`src/rtl/cpu_pkg.sv`:
```
// Shared CPU definitions for the register-file writeback path.
//   XLEN       : result / register width
//   NREGS      : number of architectural registers
//   REG_ADDR_W : register address width
//   wb_entry_t : one buffered writeback (destination register + data)
package cpu_pkg;

  localparam int XLEN       = 32;
  localparam int NREGS      = 32;
  localparam int REG_ADDR_W = $clog2(NREGS);

  typedef struct packed {
    logic [REG_ADDR_W-1:0] rd;
    logic [XLEN-1:0]       data;
  } wb_entry_t;

endpackage

```
`src/rtl/wb_fifo.sv`:
```
// In-order FIFO of writeback entries.
// Ports:
//   clock, reset       : clock, asynchronous active-high reset
//   push, push_entry   : write push_entry at the tail (ignored while full)
//   pop                : drop the head entry (ignored while empty)
//   head               : current head entry (meaningful only when !empty)
//   full, empty, count : occupancy status
// DEPTH must be a power of two (>= 2) so the pointers wrap naturally.
module wb_fifo
  import cpu_pkg::*;
#(
  parameter int DEPTH = 4
) (
  input  logic                     clock,
  input  logic                     reset,
  input  logic                     push,
  input  wb_entry_t                push_entry,
  input  logic                     pop,
  output wb_entry_t                head,
  output logic                     full,
  output logic                     empty,
  output logic [$clog2(DEPTH):0]   count
);

  localparam int PTR_W = $clog2(DEPTH);
  localparam int CNT_W = PTR_W + 1;

  wb_entry_t        mem_r [DEPTH];
  logic [PTR_W-1:0] wr_ptr_r;
  logic [PTR_W-1:0] rd_ptr_r;
  logic [CNT_W-1:0] count_r;
  logic             push_ok_s;
  logic             pop_ok_s;

  assign full      = (count_r == CNT_W'(DEPTH));
  assign empty     = (count_r == CNT_W'(0));
  assign count     = count_r;
  assign head      = mem_r[rd_ptr_r];
  // A push is refused while full even if a pop happens in the same cycle.
  assign push_ok_s = push && !full;
  assign pop_ok_s  = pop && !empty;

  // Pointer and occupancy tracking
  always_ff @(posedge clock or posedge reset) begin
    if (reset) begin
      wr_ptr_r <= PTR_W'(0);
      rd_ptr_r <= PTR_W'(0);
      count_r  <= CNT_W'(0);
    end else begin
      if (push_ok_s) begin
        wr_ptr_r <= wr_ptr_r + PTR_W'(1);
      end
      if (pop_ok_s) begin
        rd_ptr_r <= rd_ptr_r + PTR_W'(1);
      end
      case ({push_ok_s, pop_ok_s})
        2'b10:   count_r <= count_r + CNT_W'(1);
        2'b01:   count_r <= count_r - CNT_W'(1);
        default: count_r <= count_r;
      endcase
    end
  end

  // Entry storage; contents are don't-care until written, so no reset
  always_ff @(posedge clock) begin
    if (push_ok_s) begin
      mem_r[wr_ptr_r] <= push_entry;
    end
  end

endmodule

```
`src/rtl/regfile_writeback.sv`:
```
// Writer side of the register file.
// Collects results from the ALU and the load unit (load has fixed priority),
// buffers them in order and drains one per cycle onto the single register
// file write port. A busy-bit scoreboard tracks pending writes for decode.
// Ports:
//   clock, reset                    : clock, asynchronous active-high reset
//   alu_valid/alu_ready/alu_rd/...  : ALU result handshake
//   lsu_valid/lsu_ready/lsu_rd/...  : load result handshake
//   issue_valid, issue_rd           : decode issued a writer of issue_rd
//   rf_we, rf_rd, rf_wdata          : register file write port
//   busy_mask                       : bit i set while a write to reg i pends
//   fifo_count                      : entries currently buffered
// XLEN/NREGS must match the cpu_pkg values the entry struct is built from.
module regfile_writeback #(
  parameter int XLEN  = cpu_pkg::XLEN,
  parameter int NREGS = cpu_pkg::NREGS,
  parameter int DEPTH = 4
) (
  input  logic                          clock,
  input  logic                          reset,
  input  logic                          alu_valid,
  output logic                          alu_ready,
  input  logic [cpu_pkg::REG_ADDR_W-1:0] alu_rd,
  input  logic [XLEN-1:0]               alu_data,
  input  logic                          lsu_valid,
  output logic                          lsu_ready,
  input  logic [cpu_pkg::REG_ADDR_W-1:0] lsu_rd,
  input  logic [XLEN-1:0]               lsu_data,
  input  logic                          issue_valid,
  input  logic [cpu_pkg::REG_ADDR_W-1:0] issue_rd,
  output logic                          rf_we,
  output logic [cpu_pkg::REG_ADDR_W-1:0] rf_rd,
  output logic [XLEN-1:0]               rf_wdata,
  output logic [NREGS-1:0]              busy_mask,
  output logic [$clog2(DEPTH):0]        fifo_count
);

  import cpu_pkg::*;

  wb_entry_t        push_entry_s;
  wb_entry_t        head_s;
  logic             push_s;
  logic             pop_s;
  logic             full_s;
  logic             empty_s;
  logic [NREGS-1:0] busy_r;
  logic [NREGS-1:0] set_mask_s;
  logic [NREGS-1:0] clr_mask_s;
  logic [NREGS-1:0] busy_next_s;

  wb_fifo #(
    .DEPTH (DEPTH)
  ) u_fifo (
    .clock      (clock),
    .reset      (reset),
    .push       (push_s),
    .push_entry (push_entry_s),
    .pop        (pop_s),
    .head       (head_s),
    .full       (full_s),
    .empty      (empty_s),
    .count      (fifo_count)
  );

  // Enqueue arbitration: load unit wins over the ALU
  always_comb begin
    lsu_ready    = !full_s;
    alu_ready    = !full_s && !lsu_valid;
    push_s       = 1'b0;
    push_entry_s = '0;
    if (lsu_valid && !full_s) begin
      push_s            = 1'b1;
      push_entry_s.rd   = lsu_rd;
      push_entry_s.data = lsu_data;
    end else if (alu_valid && alu_ready) begin
      push_s            = 1'b1;
      push_entry_s.rd   = alu_rd;
      push_entry_s.data = alu_data;
    end else begin
      push_s       = 1'b0;
      push_entry_s = '0;
    end
  end

  // The register file never stalls, so the head drains every non-empty cycle
  assign pop_s = !empty_s;

  // Write port: head drives the port; x0 entries drain silently
  always_comb begin
    rf_we    = 1'b0;
    rf_rd    = REG_ADDR_W'(0);
    rf_wdata = XLEN'(0);
    if (!empty_s) begin
      rf_we    = (head_s.rd != REG_ADDR_W'(0));
      rf_rd    = head_s.rd;
      rf_wdata = head_s.data;
    end else begin
      rf_we    = 1'b0;
      rf_rd    = REG_ADDR_W'(0);
      rf_wdata = XLEN'(0);
    end
  end

  // Scoreboard next state: clear on drain, then set on issue so a same-cycle
  // issue of the draining register stays busy (the newer writer pends)
  always_comb begin
    clr_mask_s  = pop_s ? (NREGS'(1) << head_s.rd) : NREGS'(0);
    set_mask_s  = (issue_valid && (issue_rd != REG_ADDR_W'(0)))
                  ? (NREGS'(1) << issue_rd) : NREGS'(0);
    busy_next_s = ((busy_r & ~clr_mask_s) | set_mask_s) & ~NREGS'(1);
  end

  // Scoreboard register
  always_ff @(posedge clock or posedge reset) begin
    if (reset) begin
      busy_r <= NREGS'(0);
    end else begin
      busy_r <= busy_next_s;
    end
  end

  assign busy_mask = busy_r;

endmodule

```
`config.mk`:
```
export PLATFORM = sky130hd
export DESIGN_NAME = regfile_writeback
export DESIGN_NICKNAME = d
export VERILOG_FILES = /design/src/rtl/cpu_pkg.sv /design/src/rtl/wb_fifo.sv /design/src/rtl/regfile_writeback.sv
export SDC_FILE = /design/constraint.sdc
export NUM_CORES = 1
export LEC_CHECK = 0
export BUFFER_PORTS_ARGS = -buffer_cell sky130_fd_sc_hd__buf_2
export CORE_MARGIN = 1
export CORE_UTILIZATION = 46
export CTS_CLUSTER_SIZE = 14
export DETAILED_ROUTE_END_ITERATION = 6
export PLACE_DENSITY = 0.71
export SYNTH_ARGS = -nofsm -noshare
export SYNTH_HDL_FRONTEND = slang
export SYNTH_SLANG_ARGS = --single-unit
export TNS_END_PERCENT = 1
```
`constraint.sdc`:
```
create_clock -name clock -period 2.36 [get_ports clock]
set_input_delay 0.118 -clock clock [delete_from_list [all_inputs] [get_ports clock]]
set_output_delay 0.118 -clock clock [all_outputs]
set_load 0.05 [all_outputs]
```
==> summary.md, run 1 <==
| Metric | Value |
|---|---|
| Relative slew slack | 45.9% |
| Global-route wire length before repair | 27200 um |
| RR Startpoint | u_fifo.count[0] |
| Initial Utilization | 47.0% |
| Synth Register Bits | 186 |
| I/O Pins | 159 |
| Post-route cell area | 9600 um2 |
| Chip width | 132 um |
| Worst-margin pin slew | 0.812 ns |
| H-tree levels | 4 |
| Pin count of the biggest net entering global routing | 41 |
| Crit path buf inv count | 2 |
| Critical-path maximum fanout | 5 |
| Worst r2r dst | u_fifo.count[2] |
| Antenna violations before repair | 0 |
| Crit share post-route | 96.1% |
| Cell family with most CP delay | multiplexers |
| Drt first-iter violations | 254 |
| Crit. End Element | primary output |
| R2R cell count | 7 |
| Final WL | 16900 um |
| Hold Path Depth | 4 |
| Avg Inst Size Synth | 15.8 um2 |
| Max Freq | 0.441 GHz |
| Final Setup Violations | 0 |
| Core area | 16600 um2 |
| Sink Count | 186 |
| Max incr delay on CP | 0.50 ns |
| # port buffers | 157 |
| WP data required | 2.24 ns |
| CP Cell Sequence | buf_12 > mux4_2 > or2_4 > nor3_2 > nor2_1 > buf_6 |
| CTS tree | done |
| Diode count | 0 |
| Vias in the first global route | 5081 |
| All-layer global routing usage | 20.8% |
| Critical path arrival | 2.15 ns |
| Mapped Cells | 494 |
| Pins Over Slew Limit | 0 |
| First drt pass iteration count | 4 |
| Area after DPL | 8910 um2 |
| CTS max path bufs | 2 |
| Final WS setup | 0.0911 ns |
| Total grt overflow | 0 |
| DIE AREA | 17500 um2 |
| Clk Latency, worst-skew pair | 0.43 ns |
| Most frequent cells in the layout | buf_2 (156), edfxtp_1 (148), nand2_1 (70) |
| Clock Pin Slew Worst Setup and Hold Paths | 0.07 ns |
| Post-synthesis sequential area ratio | 69.3% |
| Die height | 132 um |
| Mapped Area | 7790 um2 |
| Post-layout util | 57.9% |
| Total CTS buffers | 17 |
| Rows | 47 |
| Final TNS setup | 0 ns |
| Hold endpoint | busy_mask[2] |
| Final min period | 2.27 ns |
| Drt wl/cell | 18.8 um |
| Distinct cell type count after synthesis | 34 |
| Via-to-Cell Ratio | 5.35 |
| Filler instances | 1342 |
| Post-route ant nets | 0 |
| Clock Tree Root | clkbuf_16 |
| Worst Hold Class | input port to flop |
| Max_cap viols | 0 |
| RSZ-0062 raised after global routing | yes |
| Share of cells above drive strength 1 | 39.2% |
| FF-to-FF setup slack | 0.20 ns |
| Layout net count | 755 |
| Area growth, synth to finish | 23.3% |
| RD Place Congestion | 0.845 |
| Hold_sp | issue_rd[2] |
| Synth warn | 0 |
| Kind of critical path | flop to primary output |
| Status | finished, final reports clean |
| DRC viols | 0 |
| Fin Clk Skew | 0.0152 ns |
| CP startpoint kind | flop |
| Hpwl dp | 10900 um |
| Vias | 4812 |
| Slowest-stage cell, CP | mux4_2 |
| Mapped Nets | 583 |
| Post-placement setup slack | 0.175 ns |
| Final Hold Vio Count | 0 |
| Most common cell after layout, fill and taps aside | buf_2 |
## what timing repair did
action                                  4_1_cts  5_1_grt
hold endpoints to repair                     38        0
endpoints found under the setup margin       27       30
buffers inserted                              6        0
hold buffers                                  1        0
gates resized for setup                       5        7
## flip-flops by register name, indices dropped and copies added, names as in the netlist
register         cells
busy_mask           31
u_fifo.count         3
u_fifo.mem_r       148
u_fifo.rd_ptr_r      2
u_fifo.wr_ptr_r      2
## worst min-delay path, delay by kind of cell
kind          cells  cell delay [ns]
simple gates      3             0.19
buf+inv           1             0.12
## cell type report
cell class	instances	area, um2	area share, %
sequential	186	5400	56.2
multi-input combinational	277	2290	23.8
timing repair buffer	179	1030	10.7
clock buffer	17	425	4.43
tap	220	275	2.87
clock inverter	15	169	1.76
inverter	5	18.8	0.195
## how the worst max path moves through the flow
stage | startpoint | to | slack [ns] | depth (start not counted)
2_1_floorplan | u_fifo.count[2] | u_fifo.mem_r[2][0] | -0.20 | 3
4_1_cts | u_fifo.rd_ptr_r[0] | rf_we | -0.01 | 5
5_1_grt | u_fifo.rd_ptr_r[0] | rf_we | -0.04 | 6
3_5_place_dp | u_fifo.rd_ptr_r[0] | busy_mask[8] | 0.18 | 4
6_report | u_fifo.rd_ptr_r[0] | rf_we | 0.09 | 6
3_3_place_gp | u_fifo.rd_ptr_r[0] | rf_we | 0.23 | 5
## metal layers
layer	share of wire (%)	track usage, %	up-vias	wire, um
met4	2.4	7.82	0	401
met5	0	0	-	0
li1	-	-	2222	-
met3	5.7	5.96	24	967
met1	41	25.4	2397	6900
met2	51	35.1	169	8670
## kinds of logic after synthesis
group / Yosys count / synth area share (%)
multiplexers: 37 / 10.8
XOR/XNOR: 3 / 0.337
adder cells (fa/ha/maj): 5 / 0.900
other: 1 / 0.0481
AO/OA/AOI/OAI: 78 / 6.84
buffers and inverters: 31 / 1.69
flip-flops: 186 / 69.3
AND/OR/NAND/NOR: 153 / 10.1
## synthesized netlist by cell type, drive strengths merged
cell | count | area share, %
nand2 | 71 | 3.4
o22ai | 1 | 0.080
nor2 | 11 | 0.53
inv | 5 | 0.24
buf | 11 | 0.72
conb | 1 | 0.048
nor3 | 4 | 0.26
and2 | 44 | 3.5
a22o | 37 | 4.2
or2b | 1 | 0.096
or4 | 1 | 0.096
ha | 4 | 0.64
or2 | 4 | 0.32
nand2b | 6 | 0.48
clkbuf | 15 | 0.72
o21ai | 35 | 2.2
nand4bb | 3 | 0.43
mux4 | 37 | 11
dfrtp | 38 | 12
nor3b | 1 | 0.096
or3 | 1 | 0.080
or4b | 3 | 0.53
a21oi | 4 | 0.26
fa | 1 | 0.26
nand4 | 1 | 0.080
o21a | 1 | 0.096
xnor2 | 3 | 0.34
edfxtp | 148 | 57
nor2b | 2 | 0.16
## through the flow
stage / hold WS (ns) / instances
after floorplan: 0.289 / 494
after CTS: 0.00984 / 899
after detailed placement: 0.268 / 860
after global routing: 0.0215 / 899
final: 0.0346 / 899
after global placement: 0.272 / 860
Power of run 1 is not shown: default switching activity piles up to over one toggle a cycle in this logic, so the estimate is an artifact.
==> inputs of run 2 (changes only) <==
--- a/config.mk
+++ b/config.mk
@@ -10,6 +10,7 @@
 export CORE_UTILIZATION = 46
 export CTS_CLUSTER_SIZE = 14
 export DETAILED_ROUTE_END_ITERATION = 6
+export GPL_TIMING_DRIVEN = 0
 export PLACE_DENSITY = 0.71
 export SYNTH_ARGS = -nofsm -noshare
 export SYNTH_HDL_FRONTEND = slang
==> summary.md, run 2 (synthesis results as in run 1) <==
| Metric | Value |
|---|---|
| Via-to-Cell Ratio | 5.48 (was 5.35) |
| GR Layer Usage met3 | 5.27% (was 5.96%) |
| CTS max path bufs | 2 (unchanged) |
| Worst Setup SP | u_fifo.rd_ptr_r[0] (unchanged) |
| Final WS setup | -0.000502 ns (was 0.0911 ns) |
| Post-route ant nets | 0 (unchanged) |
| Crit. End Element | primary output (unchanged) |
| Clock Pin Slew Worst Setup and Hold Paths | 0.06 ns (was 0.07 ns) |
| Core area | 16600 um2 (unchanged) |
| # port buffers | 157 (unchanged) |
| Most frequent cells in the layout | buf_2 (158), edfxtp_1 (148), nand2_1 (70) (was buf_2 (156), edfxtp_1 (148), nand2_1 (70)) |
| Layout net count | 768 (was 755) |
| Worst r2r dst | u_fifo.mem_r[3][32] (was u_fifo.count[2]) |
| Max reg flops | 148 (unchanged) |
| GRT met2 Usage | 36.0% (was 35.1%) |
| Hold_sp | lsu_data[10] (was issue_rd[2]) |
| Fin Clk Skew | 0.00414 ns (was 0.0152 ns) |
| Die height | 132 um (unchanged) |
| DIE AREA | 17500 um2 (unchanged) |
| Final Setup Violations | 1 (was 0) |
| Pins Over Slew Limit | 0 (unchanged) |
| WP data required | 2.24 ns (about the same) |
| Chip width | 132 um (unchanged) |
| Max_cap viols | 0 (unchanged) |
| CP startpoint kind | flop (unchanged) |
| Vias in the first global route | 5101 (was 5081) |
| Pin count of the biggest net entering global routing | 39 (was 41) |
| Hold Path Depth | 2 (was 4) |
| H-tree levels | 4 (unchanged) |
| Kind of critical path | flop to primary output (unchanged) |
| Sink Count | 186 (unchanged) |
| Drt wl/cell | 18.9 um (was 18.8 um) |
| Antenna violations before repair | 1 (was 0) |
| Worst Hold Class | input port to flop (unchanged) |
| R2R cell count | 6 (was 7) |
| Worst-margin pin slew | 0.817 ns (was 0.812 ns) |
| Final WL | 17200 um (was 16900 um) |
| Crit share post-route | 100% (was 96.1%) |
| FF-to-FF setup slack | 0.11 ns (was 0.20 ns) |
| All-layer global routing usage | 21.0% (was 20.8%) |
| Drt first-iter violations | 244 (was 254) |
| CTS tree | done (unchanged) |
| Area growth, synth to finish | 23.2% (was 23.3%) |
| Relative slew slack | 45.5% (was 45.9%) |
| Rows | 47 (unchanged) |
| Total grt overflow | 0 (unchanged) |
| Most flops, register | u_fifo.mem_r (unchanged) |
| Share of cells above drive strength 1 | 38.2% (was 39.2%) |
| Hold endpoint | u_fifo.mem_r[2][10] (was busy_mask[2]) |
| Met1 Resource Use GR | 25.5% (was 25.4%) |
| Hpwl dp | 11700 um (was 10900 um) |
| Max Freq | 0.424 GHz (was 0.441 GHz) |
| First drt pass iteration count | 5 (was 4) |
| GRT busiest layer | met2 (unchanged) |
| Post-route cell area | 9590 um2 (was 9600 um2) |
| Critical-path maximum fanout | 10 (was 5) |
| Violated checks | setup timing |
| Vias | 5001 (was 4812) |
| Final min period | 2.36 ns (was 2.27 ns) |
| RD Place Congestion | 0.803 (was 0.845) |
| DRC viols | 0 (unchanged) |
| I/O Pins | 159 (unchanged) |
| Critical path arrival | 2.24 ns (was 2.15 ns) |
| Area after DPL | 8930 um2 (was 8910 um2) |
| Most common cell after layout, fill and taps aside | buf_2 (unchanged) |
| Clock Tree Root | clkbuf_16 (unchanged) |
| Total CTS buffers | 17 (unchanged) |
| Clk Latency, worst-skew pair | 0.42 ns (was 0.43 ns) |
| RR Startpoint | u_fifo.count[0] (unchanged) |
| RSZ-0062 raised after global routing | yes (unchanged) |
| Global-route wire length before repair | 27200 um (about the same) |
| Status | complete, but fails checks (was finished, final reports clean) |
| Final Hold Vio Count | 0 (unchanged) |
| Initial Utilization | 47.0% (unchanged) |
| Filler instances | 1324 (was 1342) |
## run 2: cell count changes in the layout (fill, tap and decap cells not counted), moves of 2 or more
cell        previous run  this run
clkinvlp_4             4         1
buf_4                 14        10
clkbuf_1               0         8
and2_2                 6         3
buf_6                  3         1
clkinv_2               2         4
inv_8                  2         0
buf_2                156       158
clkbuf_2               0         8
buf_1                  0         5
and2_1                38        40
## run 2: worst max-delay path by stage
stage                                      to  slack, ns  depth (start not counted)
after floorplan            u_fifo.mem_r[2][0]      -0.20                          3
after global placement    u_fifo.mem_r[2][21]      -0.75                          3
after detailed placement      u_fifo.count[1]      -0.23                          5
after CTS                               rf_we      -0.05                          6
after global routing                    rf_we      -0.08                          6
final                                   rf_we    -0.0005                          6
## run 2: timing repair
item	CTS	global route
endpoints found under the hold margin	38	0
buffers inserted	3	3
resized for setup	23	3
hold buffers	1	0
setup endpoints to repair	135	159
## run 2: worst max-delay path, cell delays in order (launching register included)
cell and delay (ns):
dfrtp_2 0.41, buf_12 0.16, mux4_2 0.54, or2_4 0.28, nor3_2 0.14, nor2_1 0.08, buf_6 0.20
## run 2: per-layer routing
metal / vias to the layer above / wire [um]
met5: - / 0
met4: 0 / 320
met3: 29 / 1290
met2: 216 / 8790
met1: 2499 / 6830
li1: 2257 / -
## run 2: final cells by class
cell class	count	area (um2)	share of cell area [%]
Sequential cell	186	5400	56.3
Multi-Input combinational cell	277	2300	23.9
Timing Repair Buffer	167	907	9.45
Clock buffer	20	437	4.55
Tap cell	220	275	2.87
Buffer	25	138	1.43
Clock inverter	12	121	1.26
Inverter	5	18.8	0.196
Antenna cell	1	2.50	0.0261
## run 2: stage by stage
| step | util [%] | std cells | hold slack [ns] | setup TNS, ns | setup slack (ns) |
|---|---|---|---|---|---|
| 2_1_floorplan | - | 494 | 0.289 | -21.68 | -0.195 |
| 3_3_place_gp | 53.5 | 871 | 0.463 | -83.08 | -0.753 |
| 3_5_place_dp | 53.9 | 874 | 0.328 | -3.74 | -0.232 |
| 4_1_cts | 57.7 | 910 | 0.0416 | -0.122 | -0.0507 |
| 5_1_grt | 57.9 | 913 | 0.0524 | -0.360 | -0.0771 |
| 6_report | 57.9 | 913 | 0.0536 | -0.000502 | -0.000502 |
Power of run 2 is left out for the same reason.
